--- config.mk ---
export PLATFORM = sky130hd
export DESIGN_NAME = imem_loader
export DESIGN_NICKNAME = d
export VERILOG_FILES = /design/src/rtl/imem_loader.sv
export SDC_FILE = /design/constraint.sdc
export NUM_CORES = 1
export LEC_CHECK = 0
export CORE_MARGIN = 3
export CORE_UTILIZATION = 52
export DETAILED_ROUTE_END_ITERATION = 10
export GPL_TIMING_DRIVEN = 0
export PLACE_DENSITY_LB_ADDON = 0.1
export SETUP_SLACK_MARGIN = 0.4
export SYNTH_ARGS = -nofsm -noshare
export SYNTH_HDL_FRONTEND = slang
export SYNTH_SLANG_ARGS = --single-unit
--- constraint.sdc ---
create_clock -name clk -period 2.7 [get_ports clk]
set_input_delay 0.54 -clock clk [delete_from_list [all_inputs] [get_ports clk]]
set_output_delay 0.54 -clock clk [all_outputs]
set_load 0.02 [all_outputs]
--- src/rtl/imem_loader.sv ---
`default_nettype none
// ============================================================================
//  Module      : imem_loader
//  Description : Boot-time program loader for the single-cycle core.
//                Collects a byte stream over a valid/ready handshake,
//                packs each group of four bytes into a big-endian 32-bit
//                instruction word and writes the words into instruction
//                memory sequentially from word address 0. The core is held
//                in reset until the requested number of words is written.
//  Revision    : 1.0 - initial release
// ----------------------------------------------------------------------------
//  Parameters
//    ADDR_W        instruction-memory word-address width (DEPTH = 2**ADDR_W)
//  Ports
//    clk           system clock, rising-edge active
//    rst           asynchronous active-low reset
//    load_start    one-cycle load request (honoured in IDLE and DONE only)
//    load_len      number of words to load, sampled with load_start
//    byte_in       stream byte
//    byte_valid    byte_in is valid
//    byte_ready    loader accepts a byte this cycle
//    imem_we       instruction-memory write strobe, one cycle per word
//    imem_addr     word address of the write
//    imem_wdata    assembled instruction word
//    core_rst_n    active-low reset to the processor core
//    load_done     high while the loader is in DONE
//    err_len       sticky: last load_start requested more than DEPTH words
//    words_loaded  words written so far in the current load
// ============================================================================
module imem_loader #(
    parameter int ADDR_W = 8
) (
    input  logic              clk,
    input  logic              rst,
    input  logic              load_start,
    input  logic [ADDR_W:0]   load_len,
    input  logic [7:0]        byte_in,
    input  logic              byte_valid,
    output logic              byte_ready,
    output logic              imem_we,
    output logic [ADDR_W-1:0] imem_addr,
    output logic [31:0]       imem_wdata,
    output logic              core_rst_n,
    output logic              load_done,
    output logic              err_len,
    output logic [ADDR_W:0]   words_loaded
);

    // DEPTH expressed at the width of load_len so the range check is exact.
    localparam logic [ADDR_W:0] DEPTH = {1'b1, {ADDR_W{1'b0}}};

    typedef enum logic [1:0] {
        S_IDLE  = 2'd0,
        S_RECV  = 2'd1,
        S_WRITE = 2'd2,
        S_DONE  = 2'd3
    } state_t;

    state_t              state_q,        state_d;
    logic [ADDR_W:0]     len_q,          len_d;
    logic [1:0]          idx_q,          idx_d;
    logic [31:0]         word_q,         word_d;
    logic [ADDR_W:0]     words_loaded_q, words_loaded_d;
    logic                byte_ready_q,   byte_ready_d;
    logic                imem_we_q,      imem_we_d;
    logic [ADDR_W-1:0]   imem_addr_q,    imem_addr_d;
    logic [31:0]         imem_wdata_q,   imem_wdata_d;
    logic                core_rst_n_q,   core_rst_n_d;
    logic                load_done_q,    load_done_d;
    logic                err_len_q,      err_len_d;

    logic                w_accept;
    logic [31:0]         w_word_next;
    logic [ADDR_W:0]     w_words_inc;
    logic                w_len_zero;
    logic                w_len_bad;

    assign w_accept    = byte_valid && byte_ready_q && (state_q == S_RECV);
    assign w_words_inc = words_loaded_q + {{ADDR_W{1'b0}}, 1'b1};
    assign w_len_zero  = (load_len == '0);
    assign w_len_bad   = (load_len > DEPTH);

    // Insert the incoming byte at its big-endian lane: index 0 is the MSB.
    always_comb begin
        w_word_next = word_q;
        case (idx_q)
            2'd0:    w_word_next[31:24] = byte_in;
            2'd1:    w_word_next[23:16] = byte_in;
            2'd2:    w_word_next[15:8]  = byte_in;
            default: w_word_next[7:0]   = byte_in;
        endcase
    end

    // ------------------------------------------------------------------
    // Next-state and registered-output logic
    // ------------------------------------------------------------------
    always_comb begin
        state_d        = state_q;
        len_d          = len_q;
        idx_d          = idx_q;
        word_d         = word_q;
        words_loaded_d = words_loaded_q;
        imem_addr_d    = imem_addr_q;
        imem_wdata_d   = imem_wdata_q;
        err_len_d      = err_len_q;

        case (state_q)
            S_IDLE, S_DONE: begin
                if (load_start) begin
                    if (w_len_bad) begin
                        // Oversized request: flag it and park in IDLE.
                        err_len_d = 1'b1;
                        state_d   = S_IDLE;
                    end else if (w_len_zero) begin
                        // Empty program: nothing to write, release the core.
                        err_len_d      = 1'b0;
                        words_loaded_d = '0;
                        state_d        = S_DONE;
                    end else begin
                        len_d          = load_len;
                        words_loaded_d = '0;
                        idx_d          = 2'd0;
                        word_d         = '0;
                        err_len_d      = 1'b0;
                        state_d        = S_RECV;
                    end
                end
            end

            S_RECV: begin
                if (w_accept) begin
                    word_d = w_word_next;
                    idx_d  = idx_q + 2'd1;
                    if (idx_q == 2'd3) begin
                        // Fourth byte: present the full word in the write cycle.
                        imem_addr_d  = words_loaded_q[ADDR_W-1:0];
                        imem_wdata_d = w_word_next;
                        state_d      = S_WRITE;
                    end
                end
            end

            S_WRITE: begin
                words_loaded_d = w_words_inc;
                idx_d          = 2'd0;
                if (w_words_inc == len_q) begin
                    state_d = S_DONE;
                end else begin
                    state_d = S_RECV;
                end
            end

            default: begin
                state_d = S_IDLE;
            end
        endcase
    end

    // Outputs are registered, so each one is derived from the state being
    // entered. A load_start seen in DONE re-holds the core for at least one
    // cycle even when the new request leaves the loader in DONE.
    always_comb begin
        byte_ready_d = (state_d == S_RECV);
        imem_we_d    = (state_d == S_WRITE);
        load_done_d  = (state_d == S_DONE);
        core_rst_n_d = (state_d == S_DONE) && !((state_q == S_DONE) && load_start);
    end

    // ------------------------------------------------------------------
    // State registers
    // ------------------------------------------------------------------
    always_ff @(posedge clk or negedge rst) begin
        if (!rst) begin
            state_q        <= S_IDLE;
            len_q          <= '0;
            idx_q          <= 2'd0;
            word_q         <= '0;
            words_loaded_q <= '0;
            byte_ready_q   <= 1'b0;
            imem_we_q      <= 1'b0;
            imem_addr_q    <= '0;
            imem_wdata_q   <= '0;
            core_rst_n_q   <= 1'b0;
            load_done_q    <= 1'b0;
            err_len_q      <= 1'b0;
        end else begin
            state_q        <= state_d;
            len_q          <= len_d;
            idx_q          <= idx_d;
            word_q         <= word_d;
            words_loaded_q <= words_loaded_d;
            byte_ready_q   <= byte_ready_d;
            imem_we_q      <= imem_we_d;
            imem_addr_q    <= imem_addr_d;
            imem_wdata_q   <= imem_wdata_d;
            core_rst_n_q   <= core_rst_n_d;
            load_done_q    <= load_done_d;
            err_len_q      <= err_len_d;
        end
    end

    assign byte_ready   = byte_ready_q;
    assign imem_we      = imem_we_q;
    assign imem_addr    = imem_addr_q;
    assign imem_wdata   = imem_wdata_q;
    assign core_rst_n   = core_rst_n_q;
    assign load_done    = load_done_q;
    assign err_len      = err_len_q;
    assign words_loaded = words_loaded_q;

endmodule
`default_nettype wire

==> reports/metrics.csv, run 1 <==
metric;value;unit
grt_pass1_wl;15100;microns
viasPerCell;5.62;
p_leak;0.00244;uW
drv_cap;0;
final_common_cell;dfrtp_1;
worst_slew_pin_slew;654;ps
synthToLayoutAreaGrowth;27.7;%
yosysSeqAreaShare;0.538;
antenna_found_initial;0;
syn_nets;409;
synth_edf_count;0;
synth-seq-cells;91;
finalInstanceArea;5400;sq um
cts.sinks;91;
ys_types;46;
drt_iter0_markers;110;
coreArea;7810;sq um
finClkSkew;8.34;ps
die_width;96.2;microns
post-route-util;0.692;
root_buffer;clkbuf_8;
initial_core_util;0.542;
numCtsBuffers;9;
crit_type;in2reg;
dieArea;9260;sq um
drive_gt1_frac;0.144;
async_flop_share;1.00;
r2r_start;state_q[0];
synth_cells;378;
end_kind;flip-flop;
status;finished, final reports clean;
worstSetupStartpoint;load_len[1];
track_usage;0.216;
ys_warn_count;0;
slew_headroom;0.564;
power_frac_seq;0.412;
power.share.clock;0.216;
n_antenna_cell;0;
power_density;806;nW/um^2
fin_tns_setup;0;ps
drc;0;
cts_max_level;3;
dp_hpwl;6610;microns
ys.flop_type;dfrtp_1;
drv_slew;0;
synth_top_area_share;0.538;
num_vias;3180;
io_buffers;66;
swShare;0.364;
yosysTopAreaCell;dfrtp_1;
syn_area;4230;sq um
fmaxAchievable;0.446;GHz
post_dp_cell_area;5050;sq um
gp_congestion;0.835;
ys_top_cells_by_area;dfrtp_1 54%, mux2i_1 5.7%, a22o_1 5.0%;
grt_max_degree;53;
tritoncts;built;
cp_max_fo;8;
ioPinCount;75;
nNetsFinal;490;
finalHoldViolCount;0;
switchingPower;1590;uW
cp_data_arrival_time;2490;ps
final_cell_mix;90 x dfrtp_1, 62 x clkdlybuf4s50_1, 46 x nand2_1;
clockBufferDepth;2;
synth_area_per_cell;11.2;sq um
finalCritPeriodShare;0.831;
die_h;96.2;microns
setup_violations;0;
cp.required;2940;ps
clk_pin_slew;90;ps
cts_hold_buffers;0;
clkLatencyLatePin;360;ps
wl_per_cell;16.6;microns
grt-ovfl-total;0;
rows;32;
hold_path.class;in2async;
rsz0062_at_grt;false;
drt_first_pass_iters;4;
ant_nets;0;
p_int;2770;uW
grt_pass1_vias;3053;
irDropWorstVdd;0.553;mV
start_kind;input pin;
comb_power_share;0.372;
drt_wl_total;9400;microns
period_needed;2240;ps
[power groups by stage]
stage          clock, uW  combinational (uW)  sequential (uW)
2_1_floorplan          0                 953             1870
3_3_place_gp           0                1430             1810
3_5_place_dp           0                1480             1820
4_1_cts              963                1580             1790
5_1_grt             1010                1780             1830
6_report             941                1620             1800
[worst paths after layout]
check | cells after the start | slack, ps | end
hold reg to reg | 2 | 490 | imem_wdata[29]
min in group clk | 2 | 490 | imem_wdata[29]
max in group asynchronous | 2 | 1910 | words_loaded[0]
setup reg to reg | 7 | 540 | words_loaded[5]
hold / removal | 1 | 140 | imem_wdata[25]
setup / recovery | 11 | 460 | word_q[26]
[metrics by stage]
step	power [uW]	setup slack, ps	cells	hold slack (ps)
2_1_floorplan	2820	592	378	244
3_3_place_gp	3240	-2140	546	468
3_5_place_dp	3300	-261	547	474
4_1_cts	4340	375	566	158
5_1_grt	4620	366	566	181
6_report	4350	456	566	143
[final cells by class]
cell class	instances	area, sq um
fillers	619	2400
flip-flops and latches	91	2280
multi-input cells	249	1900
repair buffers	70	716
plain buffers	28	145
clock buffers	10	128
well taps	102	128
clock inverters	6	72.6
inverters	10	37.5
[synth_stat cells, types with 2 or more instances]
library cell  number
nor4_1             2
or3_1              3
dfrtp_1           91
o41ai_1            5
nand4_1            3
clkbuf_1           5
buf_1             11
inv_1             10
and3_1             6
a22o_1            24
mux2i_1           24
o21ai_1           37
a31oi_1            3
nor2_1             7
o21ai_0            9
mux2_2             9
ha_1              10
mux2_1            16
xnor2_1            4
nand2b_1           3
buf_2             11
a21oi_1            6
nand2_1           46
or2b_1             2
xor2_1             4
nand3_1            4
and2_1             4
[cells by family after synthesis]
| group | count (synthesis) | synth area share |
|---|---|---|
| AOI/OAI and AO/OA | 98 | 0.156 |
| DFF | 91 | 0.538 |
| and+or+nand+nor | 83 | 0.0931 |
| muxes | 49 | 0.123 |
| buffers and inverters | 38 | 0.0378 |
| adders and majority gates | 10 | 0.0296 |
| xor gates and xnor gates | 9 | 0.0222 |
[what timing repair did]
item                                    in CTS  in global routing
setup buffers                                3                  0
pin swaps                                    3                  4
endpoints found under the setup margin      35                 45
gates resized for setup                     14                 21
[worst max-delay path, stage by stage]
cell and delay [ps]:
clkdlybuf4s50_1 420, nor4_1 270, nand2_1 120, buf_4 150, inv_2 60, ha_4 150, o21ai_4 60, buf_6 150
and3_1 190, buf_6 140, a22o_1 230
[sequential cells by signal (all words and copies together), names as in the netlist, 2 cells and up]
signal and flops:
imem_wdata 32, word_q 24, len_q 9, words_loaded 9
imem_addr 8, idx_q 2, state_q 2
[layer usage]
metal  share of wire  global-route usage  up-vias
met4          0.0099              0.0806        0
met1            0.43               0.283     1586
met5               0                   0        -
met3           0.042              0.0297       10
met2            0.52               0.365       77
li1                -                   -     1507
(Power assumes the default switching activity.)
==> run 2: changes to the inputs <==
==> constraint.sdc (replaced) <==
create_clock -name clk -period 2.32 [get_ports clk]
set_input_delay 0.464 -clock clk [delete_from_list [all_inputs] [get_ports clk]]
set_output_delay 0.464 -clock clk [all_outputs]
set_load 0.02 [all_outputs]
==> run 2 against run 1 <==
Register-to-register slack worse by 110 ps. Setup slack worse by 28 ps. First-iteration DRC count up 35%. Critical path type is now reg2reg. Clock power up 7%. Via count up 1.6%. Final cell count up 2.1%. Wire length up 1.5%. Combinational power up 41%. Clock-buffer cell count down 1. Total power up 23%. Utilization up 2.8 points. Highest routed layer unchanged.
==> reports/metrics.csv, run 2 (synthesis results as in run 1) <==
metric;value;unit
status;finished, final reports clean;
cts.sinks;91;
grt.busiest_layer;met2;
synthToLayoutAreaGrowth;32.9;%
cp_top_family;simple AND/OR/NAND/NOR gates;
hold_path.class;in2async;
num_vias;3232;
cts_hold_buffers;0;
p_leak;0.00254;uW
swShare;0.377;
worst_slew_pin_slew;439;ps
crit_type;reg2reg;
drt_wl_total;9540;microns
stdcell_count;578;
ant_nets;0;
clkLatencyLatePin;370;ps
fill_cells;576;
numCtsBuffers;9;
finalInstanceArea;5630;sq um
dp_hpwl;6530;microns
slowest_delay;420;ps
irDropWorstVdd;0.712;mV
finalCritPeriodShare;0.816;
track_usage;0.216;
nNetsFinal;502;
ioPinCount;75;
cts_max_level;3;
power_density;954;nW/um^2
finClkSkew;15.0;ps
setup_ws;427;ps
largest_reg_flops;32;
grt_max_degree;62;
root_buffer;clkbuf_8;
die_h;96.2;microns
grt_pass1_vias;3052;
cp_data_arrival_time;2150;ps
path_buf_inv;0;
drt_iter0_markers;148;
drv_cap;0;
use_met3;0.0336;
gp_congestion;0.794;
drc;0;
path_cells;xor3_1 > or3_1 > a21oi_2 > o2111ai_4 > and3_1;
antenna_found_initial;0;
comb_power_share;0.425;
power.share.clock;0.188;
critPathSlowestCell;xor3_1;
power_frac_seq;0.388;
period_needed;1890;ps
rsz0062_at_grt;true;
fmaxAchievable;0.528;GHz
clk_pin_slew;90;ps
die_width;96.2;microns
final_common_cell;dfrtp_1;
use_met2;0.346;
switchingPower;2030;uW
grtUsageMet1;0.298;
io_buffers;66;
drive_gt1_frac;0.225;
slew_headroom;0.707;
tritoncts;built;
initial_core_util;0.542;
rows;32;
wl_per_cell;16.5;microns
finalHoldViolCount;0;
power;5370;uW
cp_max_fo;4;
drt_first_pass_iters;5;
setup_violations;0;
p_int;3340;uW
clockBufferDepth;2;
viasPerCell;5.59;
grt_pass1_wl;15200;microns
final_cell_mix;86 x dfrtp_1, 51 x clkdlybuf4s50_1, 44 x nand2_1;
start_kind;flip-flop;
drv_slew;0;
pre_cts_ws;-411;ps
post_dp_cell_area;5110;sq um
grt-ovfl-total;0;
dieArea;9260;sq um
end_kind;flip-flop;
fin_tns_setup;0;ps
cp.required;2580;ps
n_antenna_cell;0;
coreArea;7810;sq um
placedCellCount;547;
==> run 2: changes by cell type in the layout (fill, tap and decap cells not counted), moves of 7 or more <==
cell and change:
buf_4 +8, dlygate4sd2_1 +7, clkbuf_2 +9, clkdlybuf4s50_1 -11
==> run 2: layout make-up <==
type	instances	area, sq um	area share
Tap cell	102	128	0.0227
Multi-Input combinational cell	249	2020	0.359
Sequential cell	91	2280	0.406
Inverter	10	42.5	0.00756
Buffer	28	196	0.0349
Clock inverter	7	61.3	0.0109
Clock buffer	9	124	0.0220
Timing Repair Buffer	82	772	0.137
==> run 2: final timing paths <==
kind / from / end / slack, ps / cells past startpoint
setup / recovery: len_q[8] / byte_ready / 430 / 5
hold / removal: rst / imem_addr[4] / 30 / 1
setup reg to reg: len_q[8] / byte_ready / 430 / 5
hold reg to reg: imem_wdata[30] / imem_wdata[30] / 490 / 2
max in group asynchronous: rst / state_q[0] / 1650 / 2
min in group clk: load_len[0] / len_q[0] / 370 / 2
==> run 2: repair_timing <==
action / in CTS / in global routing
pin swaps: 12 / 12
cloned: 1 / 0
endpoints found under the setup margin: 90 / 78
gates resized for setup: 48 / 40
setup buffers: 12 / 2
==> run 2: per-layer routing <==
layer | part of all wire | up-vias | routed length [microns]
met4 | 0.018 | 0 | 172
li1 | - | 1540 | -
met5 | 0 | - | 0
met2 | 0.50 | 92 | 4730
met1 | 0.44 | 1587 | 4200
met3 | 0.046 | 13 | 434
==> run 2: power by group through the flow <==
stage	clock, uW	sequential (uW)	combinational, uW
global placement	0	2110	1720
detailed placement	0	2120	1770
finish	1010	2080	2280
CTS	1030	2070	2070
floorplan	0	2180	1160
global route	1100	2110	2480
==> run 2: stage by stage <==
step                       util  hold slack, ps
after floorplan               -             168
after global placement    0.651             468
after detailed placement  0.655             427
after CTS                 0.708            30.4
after global routing      0.721            45.9
final                     0.721            32.6
